[config.mk]
export PLATFORM = sky130hd
export DESIGN_NAME = sync_fifo_wr_arbiter
export DESIGN_NICKNAME = d
export VERILOG_FILES = /design/src/rtl/sync_fifo_wr_arbiter.sv
export SDC_FILE = /design/constraint.sdc
export NUM_CORES = 1
export LEC_CHECK = 0
export ABC_AREA = 1
export BUFFER_PORTS_ARGS = -buffer_cell sky130_fd_sc_hd__buf_4
export CORE_ASPECT_RATIO = 0.75
export CORE_UTILIZATION = 40
export DETAILED_ROUTE_END_ITERATION = 12
export GPL_TIMING_DRIVEN = 0
export HOLD_SLACK_MARGIN = 0.06
export PLACE_DENSITY = 0.95
export SYNTH_ARGS = -nofsm -noshare
export SYNTH_HDL_FRONTEND = slang
export SYNTH_SLANG_ARGS = --single-unit
[constraint.sdc]
create_clock -name clk_i -period 6.4 [get_ports clk_i]
set_clock_uncertainty 0.2 [all_clocks]
set_input_delay 0.96 -clock clk_i [delete_from_list [all_inputs] [get_ports clk_i]]
set_output_delay 0.96 -clock clk_i [all_outputs]
set_load 0.02 [all_outputs]
[src/rtl/sync_fifo_wr_arbiter.sv]
// Round-robin arbiter sharing one sync FIFO write port among N_REQ producers,
// with bounded-burst ownership and full-flag backpressure.
module sync_fifo_wr_arbiter #(
    parameter int unsigned DATA_WIDTH = 32,
    parameter int unsigned N_REQ      = 4,
    parameter int unsigned MAX_BURST  = 4,
    localparam int unsigned SRC_W     = (N_REQ > 1) ? $clog2(N_REQ) : 1,
    localparam int unsigned CNT_W     = (MAX_BURST > 0) ? $clog2(MAX_BURST + 1) : 1
) (
    input  logic                        clk_i,
    input  logic                        rst_i,
    input  logic [N_REQ-1:0]            req_i,
    input  logic [N_REQ*DATA_WIDTH-1:0] req_data_i,
    output logic [N_REQ-1:0]            ack_o,
    input  logic                        fifo_full_i,
    output logic                        fifo_write_o,
    output logic [DATA_WIDTH-1:0]       fifo_wr_data_o,
    output logic [SRC_W-1:0]            fifo_wr_src_o,
    output logic                        busy_o
);

    localparam int unsigned PTR_W = SRC_W + 1;

    typedef enum logic {
        IDLE  = 1'b0,
        BURST = 1'b1
    } state_t;

    state_t           state;
    logic [SRC_W-1:0] rr_ptr;
    logic [SRC_W-1:0] owner;
    logic [CNT_W-1:0] burst_cnt;

    logic             found;
    logic [SRC_W-1:0] winner;
    logic [PTR_W-1:0] scan;
    logic             grant;
    logic [SRC_W-1:0] sel;
    logic [CNT_W-1:0] cnt_inc;

    function automatic logic [SRC_W-1:0] ptr_inc(input logic [SRC_W-1:0] p);
        return (p == SRC_W'(N_REQ - 1)) ? '0 : p + SRC_W'(1);
    endfunction

    // First requester at or after rr_ptr, wrapping at N_REQ (not a power of 2 in general).
    always_comb begin
        found  = 1'b0;
        winner = '0;
        scan   = '0;
        for (int i = 0; i < int'(N_REQ); i++) begin
            scan = {1'b0, rr_ptr} + PTR_W'(i);
            if (scan >= PTR_W'(N_REQ)) begin
                scan = scan - PTR_W'(N_REQ);
            end
            if (!found && req_i[SRC_W'(scan)]) begin
                found  = 1'b1;
                winner = SRC_W'(scan);
            end
        end
    end

    // Grant decision; everything is forced quiet while reset is asserted.
    always_comb begin
        grant = 1'b0;
        sel   = '0;
        if (state == IDLE) begin
            if (found && !fifo_full_i) begin
                grant = 1'b1;
                sel   = winner;
            end
        end else begin
            if (req_i[owner] && !fifo_full_i) begin
                grant = 1'b1;
                sel   = owner;
            end
        end
        if (rst_i) begin
            grant = 1'b0;
            sel   = '0;
        end
    end

    assign cnt_inc = burst_cnt + CNT_W'(1);

    // Zero-latency write-side datapath.
    always_comb begin
        ack_o          = '0;
        fifo_wr_data_o = '0;
        for (int k = 0; k < int'(N_REQ); k++) begin
            if (grant && (sel == SRC_W'(k))) begin
                ack_o[k]       = 1'b1;
                fifo_wr_data_o = req_data_i[k*DATA_WIDTH +: DATA_WIDTH];
            end
        end
        fifo_write_o  = grant;
        fifo_wr_src_o = sel;
        busy_o        = (state == BURST) && !rst_i;
    end

    always_ff @(posedge clk_i) begin
        if (rst_i) begin
            state     <= IDLE;
            rr_ptr    <= '0;
            owner     <= '0;
            burst_cnt <= '0;
        end else begin
            case (state)
                IDLE: begin
                    if (grant) begin
                        owner     <= sel;
                        burst_cnt <= CNT_W'(1);
                        if (MAX_BURST == 1) begin
                            rr_ptr <= ptr_inc(sel);
                        end else begin
                            state <= BURST;
                        end
                    end
                end
                BURST: begin
                    // A dropped request releases ownership with a one-cycle bubble.
                    if (!req_i[owner]) begin
                        state  <= IDLE;
                        rr_ptr <= ptr_inc(owner);
                    end else if (grant) begin
                        burst_cnt <= cnt_inc;
                        if (cnt_inc == CNT_W'(MAX_BURST)) begin
                            state  <= IDLE;
                            rr_ptr <= ptr_inc(owner);
                        end
                    end
                end
                default: state <= IDLE;
            endcase
        end
    end

endmodule

==> impl_metrics.py, run 1 <==
metrics = {
    "layout": {
        "nFillCells": 346,
        "antenna_cells": 0,
        "regArea_sq_um": 160,
        "multi_input_area_sq_um": 1380,
        "layout-drive-gt1-share": 0.433,
        "final_area_sq_um": 3190,
        "area_delta_synth_final_pct": 79.9,
        "finalNetCount": 637,
    },
    "sta": {
        "max_freq_ghz": 0.253,
        "finalCritPeriodShare": 0.617,
        "setup_viol": 0,
        "finalCriticalPeriod_ns": 3.95,
        "worst_pin_slew_ns": 0.468,
        "layout_setup_ws_ns": 2.45,
        "hold-worst-slack_ns": 0.305,
        "hold_violations": 0,
        "slew_headroom": 0.688,
        "rsz0062_at_grt": "false",
        "fin_setup_tns_ns": 0,
        "slew_violations": 0,
    },
    "power_and_ir_drop": {
        "power_density_nw_per_um2": 157,
        "p_switching_w": 0.000239,
        "clkPwrFrac": 0.123,
        "p_leak_nw": 1.65,
        "power.share.switching": 0.477,
        "p_comb_frac": 0.761,
        "internal-power_w": 0.000261,
        "max-vdd-ir-drop_mv": 0.154,
        "pwr-share-seq": 0.116,
    },
    "worst_setup_path": {
        "worst_setup_path_end_kind": "output port",
        "r2r_slack_ns": 4.21,
        "crit_type": "input port to output port",
        "crit_fanout": 10,
        "required_ns": 5.24,
        "worst_r2r_path_depth": 14,
        "reg2reg_from": "rr_ptr[0]$_SDFFE_PP0P_",
        "startpoint_type": "input port",
        "rr_endpoint": "owner[0]$_SDFFE_PP0P_",
        "arrival_ns": 2.79,
    },
    "synth": {
        "synthAdderAreaFrac": 0.0212,
        "netlist_instances": 320,
        "syn_area_sq_um": 1770,
        "synth.area.top_cells": "nand4_1, nand3_1, nand2_1",
        "synthTopCellsByCount": "nand2_1, nand3_1, nand4_1",
        "synth-compound-area-share": 0.0487,
        "ys_warn_count": 0,
        "avgSynthCellArea_sq_um": 5.54,
        "synth_most_common_cell": "nand2_1",
        "synthSimpleGateAreaFrac": 0.710,
        "synthMuxAreaShare": 0,
        "synth_seq_cells": 8,
        "synth_nets": 458,
        "synth_xor_area_frac": 0,
        "synth_area_leader_cell": "nand4_1",
        "synth-edff-count": 0,
        "synth_top_family_by_area": "simple AND/OR/NAND/NOR gates",
        "yosysTopAreaCellShare": 0.226,
        "ys.flop_type": "dfxtp_1",
        "synth_async_sr_flop_share": 0,
        "synth_sequential_area_ratio": 0.0903,
        "synth_cell_type_count": 25,
    },
    "job": {
        "cap_viol_max_count": 0,
    },
    "cts": {
        "clk_pin_slew_worst_paths_ns": 0.04,
        "cts-root-buf": "clkbuf_8",
        "cts_resized": 0,
        "postCtsSetupRepairBufs": 0,
        "cts_tree": "done",
        "h-tree-depth": 1,
        "cts_buffer_depth": 2,
        "cts_buffers": 3,
        "cts_hold_buf": 0,
        "worstSkewPairLatency_ns": 0.23,
        "cts.sinks": 8,
    },
    "detailed_routing": {
        "wl_mm": 7.97,
        "ant_nets": 0,
        "dr.pass1.iters": 5,
        "drtIter0Drc": 186,
        "vias": 3055,
        "wl_per_cell_um": 14.4,
        "drcViolationCount": 0,
        "viasPerCell": 5.53,
    },
    "hold_path": {
        "hp-start": "burst_cnt[1]$_SDFFE_PP0P_",
        "hp-class": "flop to flop",
        "whs_endpoint": "burst_cnt[1]$_SDFFE_PP0P_",
        "min_path_cells": 2,
    },
    "floorplanning": {
        "initial_utilization": 0.427,
        "die_y_um": 59.7,
        "rows": 20,
        "die_w_um": 78.9,
        "die_area_sq_um": 4710,
        "io_pins": 175,
        "core_sq_um": 4150,
    },
    "global_routing": {
        "grt.overflow.total": 0,
        "grt_max_degree": 11,
        "track_usage": 0.320,
        "grt_pass1_vias": 2813,
        "antenna_found_initial": 0,
        "grt_pass1_wl_mm": 12.2,
    },
    "placed_design": {
        "post-place-ws_ns": 2.49,
        "gp_congestion": 0.888,
        "place.port_buffers": 174,
        "placed_area_sq_um": 3150,
        "post-dp-hpwl_mm": 6.17,
    },
    "status": {
        "outcome": "finished, final reports clean",
    },
}
layout by cell type, fill, tap and decap left out, drive strengths merged:
master / n
a21oi: 6
nand2: 88
buf: 194
o211a: 1
clkbuf: 9
nand4: 64
ha: 3
dfxtp: 8
nor3: 1
o21a: 1
o21ai: 7
nand3b: 1
nand3: 79
inv: 19
nor2: 16
kinds of logic (layout without fill, tap and decap cells):
kind of cell               Yosys count  after routing
DFF                                  8              8
adders and majority gates            3              3
buffers and inverters               45            222
and+or+nand+nor                    249            249
AOI/OAI and AO/OA                   15             15
registers in the layout (all words and copies together) (netlist names):
register and flops:
rr_ptr 2, burst_cnt 3, owner 2, state 1
metrics by stage:
| stage | utilization | total power [W] | instances |
|---|---|---|---|
| 2_1_floorplan | - | 0.000270 | 320 |
| 3_3_place_gp | 0.758 | 0.000429 | 549 |
| 3_5_place_dp | 0.758 | 0.000435 | 549 |
| 4_1_cts | 0.768 | 0.000498 | 552 |
| 5_1_grt | 0.768 | 0.000532 | 552 |
| 6_report | 0.768 | 0.000500 | 552 |
routing by layer:
| layer | vias to the layer above | share of wire | global-route usage | wire length (um) |
|---|---|---|---|---|
| met5 | - | 0 | 0 | 0 |
| met4 | 0 | 0.015 | 0.0935 | 117 |
| met3 | 16 | 0.071 | 0.0336 | 562 |
| met2 | 132 | 0.50 | 0.611 | 4010 |
| met1 | 1400 | 0.41 | 0.384 | 3280 |
| li1 | 1507 | - | - | - |
worst max-delay path, stage by stage:
cell	delay (ns)
buf_4	0.12
inv_1	0.07
nand2_1	0.07
nand3_1	0.14
nand2_2	0.09
nor2_4	0.14
nand3_1	0.08
nand3_1	0.10
nand2_2	0.07
nand2_4	0.10
clkbuf_1	0.39
nand4_1	0.17
nand4_1	0.13
buf_4	0.14
power groups by stage:
stage | clock network (W) | registers [W] | logic [W]
after floorplan | 0 | 0.0000577 | 0.000213
after global placement | 0 | 0.0000585 | 0.000371
after detailed placement | 0 | 0.0000587 | 0.000376
after CTS | 0.0000614 | 0.0000579 | 0.000379
after global routing | 0.0000627 | 0.0000584 | 0.000411
final | 0.0000615 | 0.0000579 | 0.000381
worst max path at each step:
stage,startpoint,endpoint,cells past startpoint
2_1_floorplan,req_i[3],ack_o[0],14
3_3_place_gp,req_i[1],fifo_wr_data_o[6],15
3_5_place_dp,req_i[3],fifo_wr_data_o[29],13
4_1_cts,req_i[3],fifo_wr_data_o[29],13
5_1_grt,req_i[0],fifo_wr_data_o[11],15
6_report,req_i[1],fifo_wr_data_o[29],14
layout make-up:
class	count	share of cell area
inverters	19	0.0224
well taps	55	0.0216
repair buffers	174	0.410
plain buffers	26	0.0498
flip-flops and latches	8	0.0502
clock buffers	3	0.0129
multi-input cells	267	0.434
Power figures use the tool's default switching activity.
==> run 2, diff against run 1 <==
--- a/config.mk
+++ b/config.mk
@@ -8,11 +8,11 @@
 export ABC_AREA = 1
 export BUFFER_PORTS_ARGS = -buffer_cell sky130_fd_sc_hd__buf_4
 export CORE_ASPECT_RATIO = 0.75
-export CORE_UTILIZATION = 40
+export CORE_UTILIZATION = 33
 export DETAILED_ROUTE_END_ITERATION = 12
 export GPL_TIMING_DRIVEN = 0
 export HOLD_SLACK_MARGIN = 0.06
-export PLACE_DENSITY = 0.95
+export PLACE_DENSITY = 0.89
 export SYNTH_ARGS = -nofsm -noshare
 export SYNTH_HDL_FRONTEND = slang
 export SYNTH_SLANG_ARGS = --single-unit
==> constraint.sdc (replaced) <==
create_clock -name clk_i -period 3.5 [get_ports clk_i]
set_clock_uncertainty 0.2 [all_clocks]
set_input_delay 0.525 -clock clk_i [delete_from_list [all_inputs] [get_ports clk_i]]
set_output_delay 0.525 -clock clk_i [all_outputs]
set_load 0.02 [all_outputs]
==> run 2 against run 1 <==
Register-to-register slack worse by 2.9 ns. Worst setup slack worse by 2.1 ns. First-iteration DRC count down 18%. Die area up 21%. Sequential share of layout area about the same. Utilization down 13 points. Final cell count up 3.1%. Routed wire length up 4.8%. Count of clock-buffer cells in the layout unchanged. Largest power group unchanged.
==> impl_metrics.py, run 2 (same netlist as run 1, synthesis figures left out) <==
metrics = {
    "worst_setup_path": {
        "startpoint_type": "flop",
        "cp_common_cell": "nand2_1",
        "worst_setup_path_end_kind": "output port",
        "crit_type": "flop to output port",
        "required_ns": 2.77,
        "cp_cell_sequence": "nand2_1 > nand3_1 > nand2_1 > nand2_1 > o21ai_1 > nor2_2 > inv_2 > a21oi_2 > clkbuf_1 > nand4_1 > nand4_1 > buf_4",
        "slowest_stage": "dfxtp_1",
        "cpPeakStageDelay_ns": 0.43,
        "arrival_ns": 2.45,
        "crit_fanout": 10,
    },
    "global_routing": {
        "grt_pass1_vias": 2701,
        "grt_pass1_wl_mm": 12.6,
        "grt.overflow.total": 0,
        "antenna_found_initial": 0,
        "track_usage": 0.277,
        "grt_max_degree": 11,
    },
    "placed_design": {
        "post-dp-hpwl_mm": 6.60,
        "place.port_buffers": 174,
        "gp_congestion": 0.917,
    },
    "detailed_routing": {
        "ant_nets": 0,
        "drcViolationCount": 0,
        "wl_per_cell_um": 14.7,
        "vias": 3110,
        "dr.pass1.iters": 5,
        "wl_mm": 8.35,
        "drtIter0Drc": 152,
        "viasPerCell": 5.47,
    },
    "status": {
        "outcome": "finished, final reports clean",
    },
    "cts": {
        "cts_hold_buf": 0,
        "clk_pin_slew_worst_paths_ns": 0.04,
        "cts_resized": 0,
        "cts-root-buf": "clkbuf_8",
        "cts_tree": "done",
        "worstSkewPairLatency_ns": 0.23,
        "postCtsSetupRepairBufs": 0,
        "h-tree-depth": 1,
        "cts.sinks": 8,
        "cts_buffers": 3,
        "cts_buffer_depth": 2,
    },
    "sta": {
        "max_freq_ghz": 0.315,
        "slew_headroom": 0.698,
        "finalCriticalPeriod_ns": 3.18,
        "fin_setup_tns_ns": 0,
        "rsz0062_at_grt": "false",
        "hold_violations": 0,
        "finalCritPeriodShare": 0.908,
        "slew_violations": 0,
        "setup_viol": 0,
        "worst_pin_slew_ns": 0.452,
    },
    "layout": {
        "regMostFlops": "burst_cnt",
        "largest_registers": "burst_cnt: 3 flops, owner: 2 flops, rr_ptr: 2 flops",
        "final_cell_mix": "buf_4, nand2_1, nand3_1, nand4_1, inv_1",
        "final_common_cell": "buf_4",
        "area_delta_synth_final_pct": 81.1,
        "layout-drive-gt1-share": 0.433,
        "fin_util": 0.637,
        "antenna_cells": 0,
        "finalNetCount": 637,
        "largest_reg_flops": 3,
    },
    "floorplanning": {
        "die_y_um": 65.5,
        "die_area_sq_um": 5670,
        "io_pins": 175,
        "rows": 22,
        "initial_utilization": 0.352,
        "die_w_um": 86.6,
        "core_sq_um": 5040,
    },
    "job": {
        "cap_viol_max_count": 0,
    },
    "power_and_ir_drop": {
        "power_density_nw_per_um2": 286,
        "p_leak_nw": 1.65,
        "max-vdd-ir-drop_mv": 0.251,
        "power_w": 0.000918,
    },
    "hold_path": {
        "hp-class": "flop to flop",
    },
}
-- run 2: cell type report --
type | instances | area [sq um]
timing repair buffer | 174 | 1310
sequential | 8 | 160
inverter | 19 | 71.3
multi-input combinational | 267 | 1380
clock buffer | 3 | 41.3
tap | 72 | 90.1
fill | 501 | 1830
buffer | 26 | 159
-- run 2: path summary, 6_finish.rpt --
check	start	end	slack (ns)	cells after the start
setup / recovery	owner[0]$_SDFFE_PP0P_	fifo_wr_data_o[10]	0.32	12
hold / removal	burst_cnt[1]$_SDFFE_PP0P_	burst_cnt[1]$_SDFFE_PP0P_	0.29	2
setup reg to reg	rr_ptr[1]$_SDFFE_PP0P_	owner[0]$_SDFFE_PP0P_	1.31	15
hold reg to reg	burst_cnt[1]$_SDFFE_PP0P_	burst_cnt[1]$_SDFFE_PP0P_	0.29	2
-- run 2: power breakdown --
group          internal, W  total (W)  switching [W]
combinational     0.000305   0.000698       0.000393
sequential       0.0000983   0.000106     0.00000768
clock            0.0000747   0.000113      0.0000385
total             0.000478   0.000918       0.000439
-- run 2: stage by stage --
| stage | setup slack, ns | std cells | instance area, sq um | hold slack, ns |
|---|---|---|---|---|
| floorplan | 0.730 | 320 | 1770 | 0.265 |
| global placement | 0.434 | 566 | 3170 | 0.279 |
| detailed placement | 0.403 | 566 | 3170 | 0.285 |
| CTS | 0.332 | 569 | 3210 | 0.291 |
| global route | 0.0306 | 569 | 3210 | 0.310 |
| finish | 0.323 | 569 | 3210 | 0.289 |
-- run 2: layer usage --
layer  vias to the layer above  part of all wire  track usage
met5                         -                 0            0
li1                       1509                 -            -
met1                      1434              0.42        0.358
met3                        25             0.058       0.0214
met4                         0             0.026       0.0896
met2                       142              0.50        0.491
-- run 2: critical path: cells and delay by family (launching register included) --
family | cells | cell delay [ns]
buffers and inverters | 3 | 0.63
DFF | 1 | 0.43
and+or+nand+nor | 7 | 0.76
AOI/OAI and AO/OA | 2 | 0.40
